File: src/rtl/bcd_count_ctrl_pkg.sv
// Shared definitions for the BCD count controller: command op codes,
// FSM state encodings and small per-digit BCD helpers.
package bcd_count_ctrl_pkg;

    typedef logic [1:0] cmd_op_t;
    typedef logic [1:0] ctrl_state_t;

    localparam cmd_op_t OP_LOAD  = 2'b00;
    localparam cmd_op_t OP_START = 2'b01;
    localparam cmd_op_t OP_STOP  = 2'b10;
    localparam cmd_op_t OP_CLEAR = 2'b11;

    localparam ctrl_state_t ST_IDLE   = 2'd0;
    localparam ctrl_state_t ST_RUN    = 2'd1;
    localparam ctrl_state_t ST_FINISH = 2'd2;

    localparam logic [3:0] BCD_MAX = 4'd9;

    // True when a nibble holds a legal BCD digit.
    function automatic logic bcd_nibble_ok(input logic [3:0] nib);
        return nib <= BCD_MAX;
    endfunction

    // One BCD step of a single digit; wraps 9->0 going up and 0->9 going down.
    function automatic logic [3:0] bcd_step(input logic [3:0] val, input logic up);
        logic [3:0] res;
        if (up) begin
            res = (val >= BCD_MAX) ? 4'd0 : val + 4'd1;
        end else begin
            res = (val == 4'd0) ? BCD_MAX : val - 4'd1;
        end
        return res;
    endfunction

endpackage

File: src/rtl/bcd_digit.sv
// One cascadable BCD digit. carry_in doubles as "this digit steps when the
// chain steps"; carry_out tells the next digit up that this one rolls over.
// next_value exposes the post-step value so the controller can compare the
// whole chain against a target before committing the step.
module bcd_digit
    import bcd_count_ctrl_pkg::*;
(
    input  logic       clk,
    input  logic       reset,
    input  logic       en,
    input  logic       up_down,
    input  logic       load,
    input  logic [3:0] load_val,
    input  logic       carry_in,
    output logic       carry_out,
    output logic [3:0] value,
    output logic [3:0] next_value
);

    logic at_term;

    assign at_term    = up_down ? (value == BCD_MAX) : (value == 4'd0);
    assign carry_out  = carry_in & at_term;
    assign next_value = carry_in ? bcd_step(value, up_down) : value;

    // Digit register: load has priority over a chain step.
    always_ff @(posedge clk) begin
        if (reset) begin
            value <= 4'd0;
        end else if (load) begin
            value <= load_val;
        end else if (en && carry_in) begin
            value <= next_value;
        end
    end

endmodule

File: src/rtl/bcd_count_ctrl.sv
// Command-driven sequencer for a chain of BCD digits. Steps the chain once
// per prescaled tick toward a latched target, with wrap or saturate at the
// terminal value, and reports done / wrap / err as single-cycle pulses.
//
//   state     | meaning
//   ----------+-----------------------------------------------------------
//   ST_IDLE   | count held; LOAD / START / CLEAR take effect
//   ST_RUN    | stepping on each prescaled tick; STOP / CLEAR abort
//   ST_FINISH | single cycle with done high, commands not accepted
module bcd_count_ctrl
    import bcd_count_ctrl_pkg::*;
#(
    parameter int DIGITS   = 4,
    parameter int PRESCALE = 1
) (
    input  logic                  clk,
    input  logic                  reset,
    input  logic                  cmd_valid,
    output logic                  cmd_ready,
    input  logic [1:0]            cmd_op,
    input  logic                  cmd_up_down,
    input  logic                  cmd_wrap,
    input  logic [4*DIGITS-1:0]   cmd_data,
    output logic [4*DIGITS-1:0]   count,
    output logic                  busy,
    output logic                  done,
    output logic                  wrap,
    output logic                  err
);

    localparam int W     = 4 * DIGITS;
    localparam int PSC_W = (PRESCALE > 1) ? $clog2(PRESCALE) : 1;
    localparam logic [PSC_W-1:0] PSC_LAST = PSC_W'(PRESCALE - 1);

    ctrl_state_t      state;
    ctrl_state_t      state_nxt;
    logic             dir_q;
    logic             wrap_q;
    logic [W-1:0]     target_q;
    logic [PSC_W-1:0] psc_q;
    logic [PSC_W-1:0] psc_nxt;

    logic [DIGITS:0]  carry;
    logic [W-1:0]     next_count;

    logic             accept;
    logic             data_ok;
    logic             tick;
    logic             at_term;
    logic             at_target;

    logic             ld_en;
    logic [W-1:0]     ld_val;
    logic             step_en;
    logic             latch_start;
    logic             err_set;
    logic             wrap_set;

    assign cmd_ready = (state != ST_FINISH);
    assign busy      = (state == ST_RUN);
    assign done      = (state == ST_FINISH);

    assign accept    = cmd_valid & cmd_ready;
    assign tick      = (psc_q == PSC_LAST);
    assign at_target = (count == target_q);

    // Digit 0 always sees a step request so next_count is the full +/-1 value.
    assign carry[0] = 1'b1;
    assign at_term  = carry[DIGITS];

    generate
        for (genvar g = 0; g < DIGITS; g++) begin : g_digit
            bcd_digit u_digit (
                .clk        (clk),
                .reset      (reset),
                .en         (step_en),
                .up_down    (dir_q),
                .load       (ld_en),
                .load_val   (ld_val[4*g +: 4]),
                .carry_in   (carry[g]),
                .carry_out  (carry[g+1]),
                .value      (count[4*g +: 4]),
                .next_value (next_count[4*g +: 4])
            );
        end
    endgenerate

    // Reject LOAD / START payloads containing any nibble above 9.
    always_comb begin
        data_ok = 1'b1;
        for (int i = 0; i < DIGITS; i++) begin
            if (!bcd_nibble_ok(cmd_data[4*i +: 4])) begin
                data_ok = 1'b0;
            end
        end
    end

    // Next-state, chain control and pulse requests.
    always_comb begin
        state_nxt   = state;
        psc_nxt     = psc_q;
        ld_en       = 1'b0;
        ld_val      = '0;
        step_en     = 1'b0;
        latch_start = 1'b0;
        err_set     = 1'b0;
        wrap_set    = 1'b0;
        case (state)
            ST_IDLE: begin
                if (accept) begin
                    case (cmd_op)
                        OP_LOAD: begin
                            if (data_ok) begin
                                ld_en  = 1'b1;
                                ld_val = cmd_data;
                            end else begin
                                err_set = 1'b1;
                            end
                        end
                        OP_START: begin
                            if (data_ok) begin
                                latch_start = 1'b1;
                                psc_nxt     = '0;
                                state_nxt   = ST_RUN;
                            end else begin
                                err_set = 1'b1;
                            end
                        end
                        OP_CLEAR: ld_en = 1'b1;
                        default:  ;
                    endcase
                end
            end
            ST_RUN: begin
                if (accept && cmd_op == OP_STOP) begin
                    state_nxt = ST_IDLE;
                end else if (accept && cmd_op == OP_CLEAR) begin
                    ld_en     = 1'b1;
                    state_nxt = ST_IDLE;
                end else begin
                    // LOAD / START while running only flag an error.
                    err_set = accept;
                    // count can only sit on target here if START found it there.
                    if (at_target) begin
                        state_nxt = ST_FINISH;
                    end else if (tick) begin
                        psc_nxt = '0;
                        if (at_term && !wrap_q) begin
                            state_nxt = ST_FINISH;
                        end else begin
                            step_en  = 1'b1;
                            wrap_set = at_term;
                            if (next_count == target_q) begin
                                state_nxt = ST_FINISH;
                            end
                        end
                    end else begin
                        psc_nxt = psc_q + 1'b1;
                    end
                end
            end
            ST_FINISH: state_nxt = ST_IDLE;
            default:   state_nxt = ST_IDLE;
        endcase
    end

    // State, latched run parameters, prescaler and registered pulses.
    always_ff @(posedge clk) begin
        if (reset) begin
            state    <= ST_IDLE;
            dir_q    <= 1'b0;
            wrap_q   <= 1'b0;
            target_q <= '0;
            psc_q    <= '0;
            err      <= 1'b0;
            wrap     <= 1'b0;
        end else begin
            state <= state_nxt;
            psc_q <= psc_nxt;
            err   <= err_set;
            wrap  <= wrap_set;
            if (latch_start) begin
                dir_q    <= cmd_up_down;
                wrap_q   <= cmd_wrap;
                target_q <= cmd_data;
            end
        end
    end

endmodule

File: config.mk
export PLATFORM = sky130hd
export DESIGN_NAME = bcd_count_ctrl
export DESIGN_NICKNAME = d
export VERILOG_FILES = /design/src/rtl/bcd_count_ctrl_pkg.sv /design/src/rtl/bcd_digit.sv /design/src/rtl/bcd_count_ctrl.sv
export SDC_FILE = /design/constraint.sdc
export NUM_CORES = 1
export LEC_CHECK = 0
export BUFFER_PORTS_ARGS = -buffer_cell sky130_fd_sc_hd__buf_2
export CORE_ASPECT_RATIO = 0.9
export CORE_MARGIN = 5
export CORE_UTILIZATION = 59
export DETAILED_ROUTE_END_ITERATION = 10
export HOLD_SLACK_MARGIN = 0.15
export PLACE_DENSITY = 0.81
export SYNTH_ARGS = -nofsm -noshare
export SYNTH_HDL_FRONTEND = slang
export SYNTH_SLANG_ARGS = --single-unit
File: constraint.sdc
create_clock -name clk -period 3.9 [get_ports clk]
set_clock_uncertainty 0.1 [all_clocks]
set_input_delay 0.195 -clock clk [delete_from_list [all_inputs] [get_ports clk]]
set_output_delay 0.195 -clock clk [all_outputs]
set_load 0.1 [all_outputs]
Word-level counts from Yosys, hierarchy flattened:

Index checks and enable logic that the tools add are counted.

* add/sub/neg operators: 9
* magnitude comparators: 8
* equality and inequality tests: 20
* mux-type cells: 74
* bitwise logic cells: 5
* reduce and logical (&&, ||, !) cells: 22

Operators with widths (number)
* $mux W4: 23
* $mux W16: 4
* $mux W1: 33
* $eq A16 B16 Y1: 2
* $mux W2: 9
* $add A4 B1 Y4 const B: 4
* $eq A4 B4 Y1 const B: 4
* $ge A4 B4 Y1 const B: 4
* $le A4 B4 Y1 const B: 4
* $logic_not A4 Y1: 4
* $sub A4 B1 Y4 const B: 4
* $ne A2 B2 Y1 const B: 6
* $reduce_bool A2 Y1: 5
* $pmux W1 S2: 4
* $reduce_and A7 Y1: 1
* $reduce_or A7 Y1: 1
* $eq A2 B2 Y1 const B: 3
* $logic_and A1 B1 Y1: 6
* $ne A6 B1 Y1 const B: 1
* $ne A5 B2 Y1 const B: 1
* $reduce_and A5 Y1: 1
* $and A1 B1 Y1: 4
* $eq A2 B1 Y1 const B: 2
* $logic_not A2 Y1: 2
* 6 further kinds: 6

* flip-flop bits (word level): 39
* word-level logic and storage cells: 149

Logic depth before layout (Yosys ltp):

Gate-level depths: netlist of the first run.

* word-level depth: 15
* gate-level depth with buffers: 12

Modules after synthesis:

Synthesis of the first run repeated with hierarchy kept, for this count alone.

* cells, all modules: 437
* area total of the unflattened synthesis: 3497.1 um2

By module, submodules not included
* bcd_digit: times used 4, cells each 70, area an instance 520.5 um2, seq. area each 80.1 um2
* bcd_count_ctrl: times used 1, cells each 157, area an instance 1415.1 um2, seq. area each 440.4 um2

Worst setup path after synthesis of the first run:

OpenSTA, ideal clock, no wires.

* path type: reg2reg
* from: register g_digit[2].u_digit.value[1]
* to: register state[1]
* setup time: 77 ps
* arrival time: 3646 ps
* data required time: 3723 ps
* path slack: 77 ps
* cell stages (with the launch flop): 11
* buffers on the path: 0
* cells stage by stage: dfxtp_1 -> inv_1 -> ha_1 -> nor4b_2 -> a41oi_1 -> nor2_4 -> a32o_1 -> or4_1 -> or4_1 -> o31ai_2 -> nor3b_2

* cells in the longest elaborated chain, start to end: 11

Ends and longest elaborated chain
* start, declared: RTL line bcd_digit.sv:16 `output logic [3:0] value,`
* start signal, assigned: RTL line bcd_digit.sv:31 `value <= load_val;`
* start signal, assigned: RTL line bcd_digit.sv:33 `value <= next_value;`
* branches (longest 11 deep; another with $sub A4 B1 Y4)
* end signal, assigned: RTL line bcd_count_ctrl.sv:178 `state <= state_nxt;`
* end, declared: RTL line bcd_count_ctrl.sv:35 `ctrl_state_t state;`

Several ways; the timed one is not identified. The select of a mux whose other input is x is not followed.
A chain may end at the register's enable or synchronous reset.

Final worst setup path of the first run:

* from: register g_digit[0].u_digit.value[0]
* to: register state[1]

* cells in the longest elaborated chain, start to end: 12

Ends and longest elaborated chain
* start, declared: RTL line bcd_digit.sv:16
* start signal, assigned: RTL line bcd_digit.sv:31
* start signal, assigned: RTL line bcd_digit.sv:33
* $eq A4 B4 Y1 / $logic_not A4 Y1 (equally long branches): RTL line bcd_digit.sv:22, bcd_count_ctrl_pkg.sv:30
* $mux W1: RTL line bcd_digit.sv:22 `assign at_term = up_down ? (value == BCD_MAX) : (value == 4'd0);`
* $and A1 B1 Y1 (3 in series): RTL line bcd_digit.sv:23 `assign carry_out = carry_in & at_term;`
* $logic_and A1 B1 Y1: RTL line bcd_count_ctrl.sv:148 `if (at_term && !wrap_q) begin`
* $mux W2: RTL line bcd_count_ctrl.sv:148
* $mux W2: RTL line bcd_count_ctrl.sv:146 `end else if (tick) begin`
* $mux W2: RTL line bcd_count_ctrl.sv:144 `if (at_target) begin`
* $mux W2: RTL line bcd_count_ctrl.sv:137 `end else if (accept && cmd_op == OP_CLEAR) begin`
* $mux W2: RTL line bcd_count_ctrl.sv:135 `if (accept && cmd_op == OP_STOP) begin`
* $pmux W2 S2: RTL line bcd_count_ctrl.sv:108 `case (state)`

Parallel ways exist; a longest one is shown, timed or not. The select of a mux whose other input is x is not followed.

==> results.py, run 1 <==
metrics = {
    "sta": {
        "report.final.slew_viol_count": 0,
        "fin_crit_sh_pct": 90.6,
        "tightestPinTransition_ns": 0.747,
        "timing.fmax_ghz": 0.283,
        "rsz0062_at_grt": "no",
        "slew_headroom_pct": 50.2,
        "fin_setup_tns_ns": 0,
        "setup_viol": 0,
        "final-hold-violation-count": 0,
        "min_period_ns": 3.53,
    },
    "clocking": {
        "cts_tree": "built",
        "clk_pin_slew_ns": 0.08,
        "cts_max_level": 2,
        "clock_path_buffers": 2,
        "cts_sinks": 38,
        "cts_setup_buffers": 0,
        "insertion_delay_ns": 0.30,
        "cts_root_buf": "clkbuf_8",
        "cts_made_buffers": 5,
    },
    "global_routing": {
        "antenna_found_initial": 0,
        "grt_pass1_vias": 3000,
        "overflow": 0,
        "grt_pass1_wl_um": 14900,
        "grt_max_degree": 39,
        "grt_usage_pct": 26.6,
    },
    "place": {
        "dp_cells": 495,
        "hpwl_um": 6480,
        "place_congestion": 1.00,
        "io_buffer_count": 43,
    },
    "worst_setup_path": {
        "slowest_delay_ns": 0.51,
        "endpoint_kind": "register",
        "crit_chain": "inv_1, ha_1, nor4b_2, o22ai_2, nor2_4, o21ai_0, or4_1, or4_1, o31ai_2, nor3b_2",
        "path_class": "reg -> reg",
        "reg2reg_slack_ns": 0.37,
        "cp_max_fo": 11,
        "required_ns": 4.02,
        "arrival_ns": 3.65,
        "startpoint_type": "register",
        "slowest_stage": "nor4b_2",
        "crit_path_frequent_cell": "or4_1",
    },
    "synth": {
        "synth_cells": 407,
        "syn-num-nets": 447,
        "synthTopCellsByArea": "dfxtp_1, mux2i_1, ha_1",
        "synth_most_common_cell": "nor2_1",
        "synth_top_cell_by_area": "dfxtp_1",
        "synth.avg_cell_area_um2": 7.96,
        "async_reset_ff_share_pct": 0,
        "yosysSeqAreaShare_pct": 23.5,
        "synth.top_cells.by_count": "nor2_1, dfxtp_1, mux2i_1, o21ai_0, inv_1",
        "syn-cell-area_um2": 3240,
        "ys_seq_elements": 38,
        "synth_warnings": 0,
        "ys.flop_type": "dfxtp_1",
        "yosysTopAreaCellShare_pct": 23.5,
        "synth-edff-count": 0,
        "ys_types": 69,
    },
    "detailed_routing": {
        "viasPerCell": 6.35,
        "drt-total-wl_um": 8980,
        "antenna_left": 0,
        "dr.pass1.iters": 5,
        "via_count": 3310,
        "drc": 0,
        "wl_per_cell_um": 17.2,
        "drt-initial-drc-count": 506,
    },
    "flow_run": {
        "drv_cap": 0,
    },
    "power_and_ir_drop": {
        "power_leakage_nw": 1.57,
        "p_clk_share_pct": 37.9,
        "power_density_nw_per_um2": 246,
        "p_int_mw": 0.666,
        "netSwitchingFraction_pct": 27.9,
        "total_power_mw": 0.924,
        "p_seq_share_pct": 43.6,
        "vdd.ir_drop.worst_mv": 0.246,
        "switchingPower_mw": 0.258,
        "combPwrFrac_pct": 18.5,
    },
    "die": {
        "die_width_um": 88.1,
        "die_h_um": 80.3,
        "dieArea_um2": 7080,
        "core_area_um2": 5290,
        "initial_core_util_pct": 61.3,
        "io-pin-count": 44,
        "rows": 25,
    },
    "run_status": {
        "status": "completed",
    },
    "finish": {
        "n_fill_cell": 426,
        "syn_to_final_growth_pct": 15.8,
        "final_cell_count_no_fill": 521,
        "drive_gt1_share_pct": 17.0,
        "fin_nets": 494,
        "diodes": 0,
    },
    "hold_path": {
        "holdCritPathClass": "in -> reg",
    },
}
==> sequential cells by signal (all words and copies together) (netlist names) <==
signal	flops
target_q	16
dir_q	1
g_digit.u_digit.value	16
wrap	1
wrap_q	1
err	1
state	2
==> worst max-delay path, delay by kind of cell (launching register included) <==
kind,cells,cell delay [ns]
adder cells (fa/ha/maj),1,0.25
buffers and inverters,1,0.12
AND/OR/NAND/NOR,5,1.89
flip-flops,1,0.41
AO/OA/AOI/OAI,3,0.69
==> layout by cell type (no fill, tap or decap), types with 4 or more instances in the layout <==
| master | Yosys | layout |
|---|---|---|
| a21oi_1 | 18 | 18 |
| a22oi_1 | 4 | 4 |
| a311oi_1 | 4 | 4 |
| a31oi_1 | 9 | 9 |
| and4b_1 | 4 | 4 |
| buf_2 | 9 | 43 |
| buf_4 | 1 | 4 |
| clkbuf_8 | 0 | 6 |
| dfxtp_1 | 38 | 38 |
| dlygate4sd3_1 | 0 | 19 |
| ha_1 | 17 | 17 |
| inv_1 | 21 | 21 |
| mux2_2 | 4 | 4 |
| mux2i_1 | 24 | 24 |
| nand2_1 | 17 | 17 |
| nand2b_1 | 8 | 8 |
| nand3_1 | 8 | 8 |
| nand4_1 | 5 | 5 |
| nor2_1 | 51 | 51 |
| nor2b_1 | 9 | 9 |
| nor3_1 | 10 | 10 |
| o211ai_1 | 5 | 5 |
| o21a_1 | 4 | 4 |
| o21ai_0 | 24 | 24 |
| o31ai_1 | 5 | 5 |
| xnor2_1 | 13 | 13 |
| xor2_1 | 16 | 16 |
==> power groups by stage <==
stage | logic, mW | clock network (mW) | registers [mW]
finish | 0.171 | 0.350 | 0.403
global route | 0.186 | 0.367 | 0.404
CTS | 0.168 | 0.351 | 0.402
detailed placement | 0.153 | 0 | 0.411
global placement | 0.151 | 0 | 0.411
floorplan | 0.0997 | 0 | 0.426
==> logic make-up (layout without fill, tap and decap cells) <==
logic type	count (synthesis)	count (layout)	synth area share, %
buffers and inverters	48	95	6.25
multiplexers	29	29	9.50
flip-flops	38	38	23.5
XOR/XNOR	29	29	7.84
adder cells (fa/ha/maj)	17	17	6.56
AND/OR/NAND/NOR	143	143	24.8
AO/OA/AOI/OAI	103	103	21.6
==> metrics by stage <==
step | setup slack [ns] | hold WS [ns] | utilization, % | area [um2]
4_1_cts | 0.428 | 0.338 | 71.0 | 3750
2_1_floorplan | 0.0770 | 0.231 | - | 3240
3_3_place_gp | 0.669 | 0.332 | 65.3 | 3450
3_5_place_dp | 0.481 | 0.341 | 65.3 | 3450
6_report | 0.367 | 0.335 | 71.0 | 3750
5_1_grt | 0.191 | 0.362 | 71.0 | 3750
==> final timing paths <==
path / from / to / depth (start not counted)
worst min register to register: wrap_q / wrap_q / 2
worst max-delay path: g_digit[0].u_digit.value[0] / state[1] / 10
worst max register to register: g_digit[0].u_digit.value[0] / state[1] / 10
worst min-delay path: reset / target_q[14] / 2
==> metal layers <==
layer | part of all wire [%] | global-route usage [%]
met1 | 45 | 38.8
met2 | 44 | 39.5
met3 | 8.7 | 4.21
met4 | 2.0 | 8.76
met5 | 0 | 0
==> repair_timing <==
item,CTS,global route
hold buffers,19,0
gates resized for setup,0,0
endpoints found under the hold margin,30,0
endpoints found under the setup margin,0,0
==> area by class of cell <==
cell class	count	area, um2	share of cell area (%)
multi-input combinational	321	2280	60.7
sequential	38	761	20.3
timing repair buffer	66	435	11.6
tap	67	83.8	2.23
clock buffer	6	82.6	2.20
inverter	22	82.6	2.20
clock inverter	1	30.0	0.800
No activity file was read; power rests on OpenSTA's default activity.
==> run 2, diff against run 1 <==
clock period = 4 ns   (was 3.9 ns; I/O delays follow)
==> results.py, run 2 (synthesized netlist as in run 1, its figures left out) <==
metrics = {
    "run_status": {
        "status": "completed",
    },
    "sta": {
        "fin_setup_tns_ns": 0,
        "timing.fmax_ghz": 0.283,
        "rsz0062_at_grt": "no",
        "tightestPinTransition_ns": 0.737,
        "fin_crit_sh_pct": 88.4,
        "final-hold-violation-count": 0,
        "fin_ws_ns": 0.465,
        "report.final.slew_viol_count": 0,
        "min_period_ns": 3.54,
        "setup_viol": 0,
        "slew_headroom_pct": 50.5,
    },
    "power_and_ir_drop": {
        "vdd.ir_drop.worst_mv": 0.162,
        "total_power_mw": 0.845,
        "power_leakage_nw": 1.55,
        "power_density_nw_per_um2": 227,
    },
    "worst_setup_path": {
        "slowest_delay_ns": 0.47,
        "crit_chain": "inv_1, ha_1, nor4b_2, o22ai_2, nor2_4, o21ai_0, or4_1, or4_1, o31ai_2, nor3b_2",
        "cp_max_fo": 11,
        "arrival_ns": 3.66,
        "slowest_stage": "or4_1",
        "endpoint_kind": "register",
        "r2r-start": "g_digit[0].u_digit.value[0]",
        "startpoint_type": "register",
        "required_ns": 4.13,
        "crit_path_frequent_cell": "or4_1",
        "path_class": "reg -> reg",
        "critical_path.startpoint": "g_digit[0].u_digit.value[0]",
    },
    "global_routing": {
        "grt_pass1_wl_um": 14200,
        "antenna_found_initial": 0,
        "grt_usage_pct": 25.2,
        "grt_pass1_vias": 2960,
        "grt_max_degree": 39,
        "overflow": 0,
    },
    "detailed_routing": {
        "dr.pass1.iters": 5,
        "drc": 0,
        "drt-initial-drc-count": 337,
        "drt-total-wl_um": 8770,
        "antenna_left": 0,
        "wl_per_cell_um": 16.8,
        "via_count": 3250,
        "viasPerCell": 6.24,
    },
    "finish": {
        "diodes": 0,
        "drive_gt1_share_pct": 17.0,
        "fin_nets": 493,
        "top_regs": "g_digit.u_digit.value (16), target_q (16), state (2)",
        "final_cell_count_no_fill": 521,
        "fin_area_um2": 3730,
        "syn_to_final_growth_pct": 15.0,
        "layout_commonest_cell": "nor2_1",
        "layout_common_cells": "nor2_1, buf_2, dfxtp_1",
    },
    "place": {
        "place_congestion": 0.980,
        "hpwl_um": 6270,
        "io_buffer_count": 43,
        "placed_area_um2": 3440,
        "preCtsSetupSlack_ns": 0.609,
        "dp_cells": 494,
    },
    "clocking": {
        "cts_made_buffers": 5,
        "cts_tree": "built",
        "cts_max_level": 2,
        "cts_sinks": 38,
        "cts_root_buf": "clkbuf_8",
        "insertion_delay_ns": 0.29,
        "clk_pin_slew_ns": 0.08,
        "clock_path_buffers": 2,
    },
    "hold_path": {
        "hold_start": "reset",
        "holdCritPathClass": "in -> reg",
    },
    "die": {
        "initial_core_util_pct": 61.3,
        "die_width_um": 88.1,
        "die_h_um": 80.3,
        "core_area_um2": 5290,
        "io-pin-count": 44,
        "dieArea_um2": 7080,
        "rows": 25,
    },
    "flow_run": {
        "drv_cap": 0,
    },
}
-- run 2: timing repair --
item                                   in CTS  in global routing
endpoints found under the hold margin      30                  0
gates resized for setup                     0                  0
buffers inserted                            0                  0
hold buffers                               19                  0
-- run 2: cell type report --
cell class | instances | area, um2
tap | 67 | 83.8
sequential | 38 | 761
clock buffer | 6 | 82.6
fill | 418 | 1560
multi-input combinational | 321 | 2280
clock inverter | 2 | 12.5
timing repair buffer | 65 | 428
inverter | 22 | 82.6
-- run 2: power by group --
group          internal [mW]  switching, mW
Clock                  0.139          0.147
Combinational         0.0671         0.0998
Sequential             0.383        0.00969
Total                  0.588          0.257
-- run 2: layer usage --
| metal | wire (um) | GRT usage [%] |
|---|---|---|
| met1 | 3870 | 35.5 |
| met2 | 3940 | 38.8 |
| met3 | 811 | 5.54 |
| met4 | 147 | 6.50 |
| met5 | 0 | 0 |
-- run 2: path summary, 6_finish.rpt --
kind	end	slack (ns)	depth (start not counted)
max	state[1]	0.46	10
min	target_q[14]	0.34	2
max reg2reg	state[1]	0.46	10
min reg2reg	wrap_q	0.43	2
-- run 2: stage by stage --
stage	hold WS, ns	utilization [%]
2_1_floorplan	0.236	-
3_3_place_gp	0.337	65.1
3_5_place_dp	0.341	65.1
4_1_cts	0.348	70.5
5_1_grt	0.374	70.5
6_report	0.339	70.5
-- run 2: worst max-delay path, delay by kind of cell, from the launching register on --
kind | cells | cell delay (ns)
AO/OA/AOI/OAI | 3 | 0.74
adder cells (fa/ha/maj) | 1 | 0.25
buffers and inverters | 1 | 0.13
flip-flops | 1 | 0.42
AND/OR/NAND/NOR | 5 | 1.83
